$ cat src/rtl/ntt_pkg.sv
// Shared NTT/INTT constants and modular helpers for the Dilithium datapath (q = 8380417).
// Used by the forward and inverse butterflies and by mod_reduce46.
package ntt_pkg;

    localparam int unsigned COEFF_W = 23;
    localparam int unsigned PROD_W  = 46;
    localparam logic [COEFF_W-1:0] Q = 23'd8380417;

    function automatic logic [COEFF_W-1:0] mod_add(input logic [COEFF_W-1:0] a,
                                                   input logic [COEFF_W-1:0] b);
        logic [COEFF_W:0] sum;
        sum = {1'b0, a} + {1'b0, b};
        if (sum >= {1'b0, Q})
            sum = sum - {1'b0, Q};
        return sum[COEFF_W-1:0];
    endfunction

    function automatic logic [COEFF_W-1:0] mod_sub(input logic [COEFF_W-1:0] a,
                                                   input logic [COEFF_W-1:0] b);
        logic [COEFF_W:0] diff;
        // Wraps modulo 2^24 when a < b; adding q restores the true residue.
        diff = {1'b0, a} - {1'b0, b};
        if (a < b)
            diff = diff + {1'b0, Q};
        return diff[COEFF_W-1:0];
    endfunction

    function automatic logic [COEFF_W-1:0] halve_mod(input logic [COEFF_W-1:0] x);
        logic [COEFF_W:0] t;
        t = x[0] ? ({1'b0, x} + {1'b0, Q}) : {1'b0, x};
        return t[COEFF_W:1];
    endfunction

endpackage

$ cat src/rtl/mod_reduce46.sv
// Combinational reduction of a 46-bit product to [0, q) using 2^23 = 2^13 - 1 (mod q).
// Three folds bring the value below 2q; one conditional subtract finishes it.
module mod_reduce46
    import ntt_pkg::*;
(
    input  logic [PROD_W-1:0]  p,
    output logic [COEFF_W-1:0] r
);

    logic [36:0] r1;
    logic [27:0] r2;
    logic [23:0] r3;

    // Each fold is lo + hi*(2^13 - 1); hi*8191 is never negative, so no underflow.
    always_comb begin
        r1 = 37'(p[22:0]) + (37'(p[45:23]) << 13) - 37'(p[45:23]);
        r2 = 28'(r1[22:0]) + (28'(r1[36:23]) << 13) - 28'(r1[36:23]);
        r3 = 24'(r2[22:0]) + (24'(r2[27:23]) << 13) - 24'(r2[27:23]);
        if (r3 >= {1'b0, Q})
            r = 23'(r3 - {1'b0, Q});
        else
            r = r3[COEFF_W-1:0];
    end

endmodule

$ cat src/rtl/ibu_pipe.sv
// Three-stage Gentleman-Sande inverse butterfly: A = X+Y, B = (X-Y)*TF mod q, valid/ready on both sides.
// Define IBU_HALVE_EN to fold the per-layer 1/2 INTT scaling into stage 1.
module ibu_pipe
    import ntt_pkg::*;
(
    input  logic               clk,
    input  logic               rst_n,
    input  logic               in_valid,
    output logic               in_ready,
    input  logic [COEFF_W-1:0] X,
    input  logic [COEFF_W-1:0] Y,
    input  logic [COEFF_W-1:0] TF,
    output logic               out_valid,
    input  logic               out_ready,
    output logic [COEFF_W-1:0] A,
    output logic [COEFF_W-1:0] B
);

    logic               v1, v2, v3;
    logic               adv1, adv2, adv3;
    logic [COEFF_W-1:0] s1, d1, tf1, s2, a3, b3;
    logic [PROD_W-1:0]  p2;
    logic [COEFF_W-1:0] s_in, d_in, b_red;

    always_comb begin
        adv3     = out_ready || !v3;
        adv2     = adv3 || !v2;
        adv1     = adv2 || !v1;
        in_ready = adv1;
    end

    always_comb begin
`ifdef IBU_HALVE_EN
        s_in = halve_mod(mod_add(X, Y));
        d_in = halve_mod(mod_sub(X, Y));
`else
        s_in = mod_add(X, Y);
        d_in = mod_sub(X, Y);
`endif
    end

    mod_reduce46 u_reduce (
        .p (p2),
        .r (b_red)
    );

    always_ff @(posedge clk or negedge rst_n) begin
        if (!rst_n) begin
            v1  <= 1'b0;
            v2  <= 1'b0;
            v3  <= 1'b0;
            s1  <= '0;
            d1  <= '0;
            tf1 <= '0;
            s2  <= '0;
            p2  <= '0;
            a3  <= '0;
            b3  <= '0;
        end else begin
            if (adv1) begin
                v1  <= in_valid;
                s1  <= s_in;
                d1  <= d_in;
                tf1 <= TF;
            end
            if (adv2) begin
                v2 <= v1;
                s2 <= s1;
                p2 <= {23'b0, d1} * {23'b0, tf1};
            end
            if (adv3) begin
                v3 <= v2;
                a3 <= s2;
                b3 <= b_red;
            end
        end
    end

    assign out_valid = v3;
    assign A         = a3;
    assign B         = b3;

endmodule

$ cat config.mk
export PLATFORM = sky130hd
export DESIGN_NAME = ibu_pipe
export DESIGN_NICKNAME = d
export VERILOG_FILES = /design/src/rtl/ntt_pkg.sv /design/src/rtl/mod_reduce46.sv /design/src/rtl/ibu_pipe.sv
export SDC_FILE = /design/constraint.sdc
export NUM_CORES = 2
export LEC_CHECK = 0
export BUFFER_PORTS_ARGS = -buffer_cell sky130_fd_sc_hd__buf_2
export CORE_ASPECT_RATIO = 0.75
export CORE_UTILIZATION = 50
export DETAILED_ROUTE_END_ITERATION = 10
export PLACE_DENSITY_LB_ADDON = 0.15
export SLEW_MARGIN = 40
export SYNTH_ARGS = -nofsm -noshare
export SYNTH_HDL_FRONTEND = slang
export SYNTH_HIERARCHICAL = 1
export SYNTH_SLANG_ARGS = --single-unit
$ cat constraint.sdc
create_clock -name clk -period 11 [get_ports clk]
set_input_delay 1.1 -clock clk [delete_from_list [all_inputs] [get_ports clk]]
set_output_delay 1.1 -clock clk [all_outputs]
set_load 0.03 [all_outputs]
==> impl_metrics.toml <==
[route]
drt-total-wl_um = 89800
dr.pass1.iters = 6
drt-initial-drc-count = 1944
vias = 27117
avgRoutedWirePerCell_um = 18.3
via_per_inst = 5.51
postRouteAntennaNets = 0
drc = 0

[status]
status = "complete, no violations"

[sta]
finalCritPeriodShare_pct = 90.0
tns_ps = 0
finalClockSkew_ps = 21.1
fmax_mhz = 101
setup_violations = 0
rsz0062_at_grt = "false"
slew_headroom_pct = 43.6
post-route-min-period_ps = 9900
hold_viol_final = 0
worstMarginPinSlew_ps = 840
maxSlewViolCount = 0

[cells_and_area]
final_net_count = 4893
layout-drive-gt1-share_pct = 8.00
stdcell_count = 4920
area.growth.synth_to_final_pct = 6.00
fillers = 6323
final_area_sq_mm = 0.0361

[critical_path]
r2r-end = "B[17]$_DFFE_PN0P_"
arrival_ps = 10280
critPathKind = "register to register"
cpMaxStageDelayCell = "nor4b_4"
crit_buf_inv = 2
setup.worst_path.end_class = "register"
rrSetupSlack_ps = 1100
reg2reg_from = "p2[28]$_DFFE_PN0P_"
crit_fanout = 10
crit_cells = 37
critical_path.max_stage_delay_ps = 600
startpoint_type = "register"
cp.required_ps = 11390
crit_top_cell = "a21o_1"
reg2regPathDepth = 37
crit_family = "compound AO/OA/AOI/OAI gates"

[place]
port-buffer-count = 120
place_hpwl_um = 72000
dpl_cell_area_sq_mm = 0.0354
placed_cells = 4887
gp_congestion = 0.935

[hold_path]
hold_depth = 1
hp-start = "v1$_DFFE_PN0P_"
hold_class = "register to register"
whs_endpoint = "v2$_DFFE_PN0P_"

[synth]
synth-seq-area-share_pct = 13.7
synth_top_area_cell = "fa_1"
synth.cell_area_sq_mm = 0.0341
yosysMostFrequentCell = "inv_1"
yosysWarnings = 6
synth_ff_type = "dfrtp_1"
avgSynthCellArea_sq_um = 8.48
syn_inst = 4021
synth_common_cells = "inv_1 (674), nand2_1 (619), fa_1 (453)"
async_reset_ff_share_pct = 100
synth.top_cell.area_share_pct = 26.6
synth_edf_count = 0
synthTopCellsByArea = "fa_1 (27%), dfrtp_1 (14%), ha_1 (13%)"
synth_seq_cells = 187
syn_nets = 4890
synth_cell_types = 107

[cts]
cts_hold_buf = 0
max-clock-path-buffers = 2
numCtsBuffers = 17
cts-root-buf = "clkbuf_16"
cts_setup_buffers = 0
clk_latency_ps = 500
cts-resized-gates = 0
cts.htree.levels = 4
path_clk_slew_ps = 80
cts_tree = "done"
cts.sinks = 187

[floorplanning]
io_pins = 121
initial_core_util_pct = 50.8
die_y_um = 228
fp.coreArea_sq_mm = 0.0671
die_area_sq_mm = 0.0692
num_rows = 82
die_x_um = 303

[grt]
antenna_found_initial = 0
grt-ovfl-total = 0
grt_use_total_pct = 26.7
grt_pass1_wl_um = 146000
grt_max_degree = 84
grt_pass1_vias = 26815

[job]
max_cap_violations = 0
-- how the worst max path moves through the flow --
stage / start / end / slack, ps
final: p2[28]$_DFFE_PN0P_ / B[17]$_DFFE_PN0P_ / 1100
after global routing: p2[28]$_DFFE_PN0P_ / B[10]$_DFFE_PN0P_ / 370
after CTS: p2[14]$_DFFE_PN0P_ / B[3]$_DFFE_PN0P_ / 1230
after detailed placement: p2[14]$_DFFE_PN0P_ / B[17]$_DFFE_PN0P_ / 1280
after global placement: p2[14]$_DFFE_PN0P_ / B[17]$_DFFE_PN0P_ / 1430
after floorplan: p2[14]$_DFFE_PN0P_ / B[19]$_DFFE_PN0P_ / 2580
-- layout make-up --
type	instances	area [sq um]	area share (%)
timing repair buffer	157	895	2.48
multi-input combinational	2985	26200	72.6
sequential	187	4700	13.0
clock inverter	14	218	0.603
antenna	1	2.50	0.00693
clock buffer	18	439	1.22
tap	882	1100	3.05
inverter	676	2540	7.02
-- through the flow --
stage          util, %  worst slack (ps)  hold slack [ps]
2_1_floorplan        -              2580              426
3_3_place_gp      52.8              1430              443
3_5_place_dp      52.8              1280              441
4_1_cts           53.8              1230              459
5_1_grt           53.8               370              481
6_report          53.8              1100              456
-- sequential cells by signal, summed over array words and instances, names as in the netlist --
signal / flops
s2: 23
v1: 1
B: 23
s1: 23
v2: 1
out_valid: 1
A: 23
tf1: 23
p2: 46
d1: 23
-- worst register-to-register path: cells and delay by family (launching register included) --
family	cells	cell delay, ps
AO/OA/AOI/OAI	17	4320
XOR/XNOR	2	510
adder cells (fa/ha/maj)	5	2010
buffers and inverters	2	120
flip-flops	1	360
multiplexers	1	270
AND/OR/NAND/NOR	10	2210
-- logic make-up (layout without fill, tap and decap cells) --
group | count (synthesis) | after routing | synth area share, %
buffers and inverters | 849 | 865 | 9.42
AO/OA/AOI/OAI | 622 | 622 | 12.1
other | 0 | 1 | 0
adder cells (fa/ha/maj) | 796 | 796 | 39.2
flip-flops | 187 | 187 | 13.7
AND/OR/NAND/NOR | 1315 | 1315 | 18.5
XOR/XNOR | 200 | 200 | 5.29
multiplexers | 52 | 52 | 1.70
-- cell usage in the layout, fill, tap and decap left out, types with 57 or more instances in the layout --
cell     netlist  layout
a21o_1        74      74
a21oi_1      185     184
and2_1       240     239
buf_2         16     119
dfrtp_1      187     168
fa_1         453     453
ha_1         343     343
inv_1        674     673
nand2_1      619     618
nor2_1       149     149
nor3_1        58      57
o21ai_0      132     132
xnor2_1      112     112
xor2_1        81      81
-- routing by layer --
metal  global-route usage [%]  up-vias  share of wire (%)
met5                        0        -                  0
met4                     4.42        0                1.1
met3                     4.58       64                6.1
met2                     38.1      759                 42
met1                     42.4    13430                 51
li1                         -    12864                  -
Power is left out: the tool's default activity adds up to more than one toggle a clock period on the data nets, which glitch-free logic cannot reach.
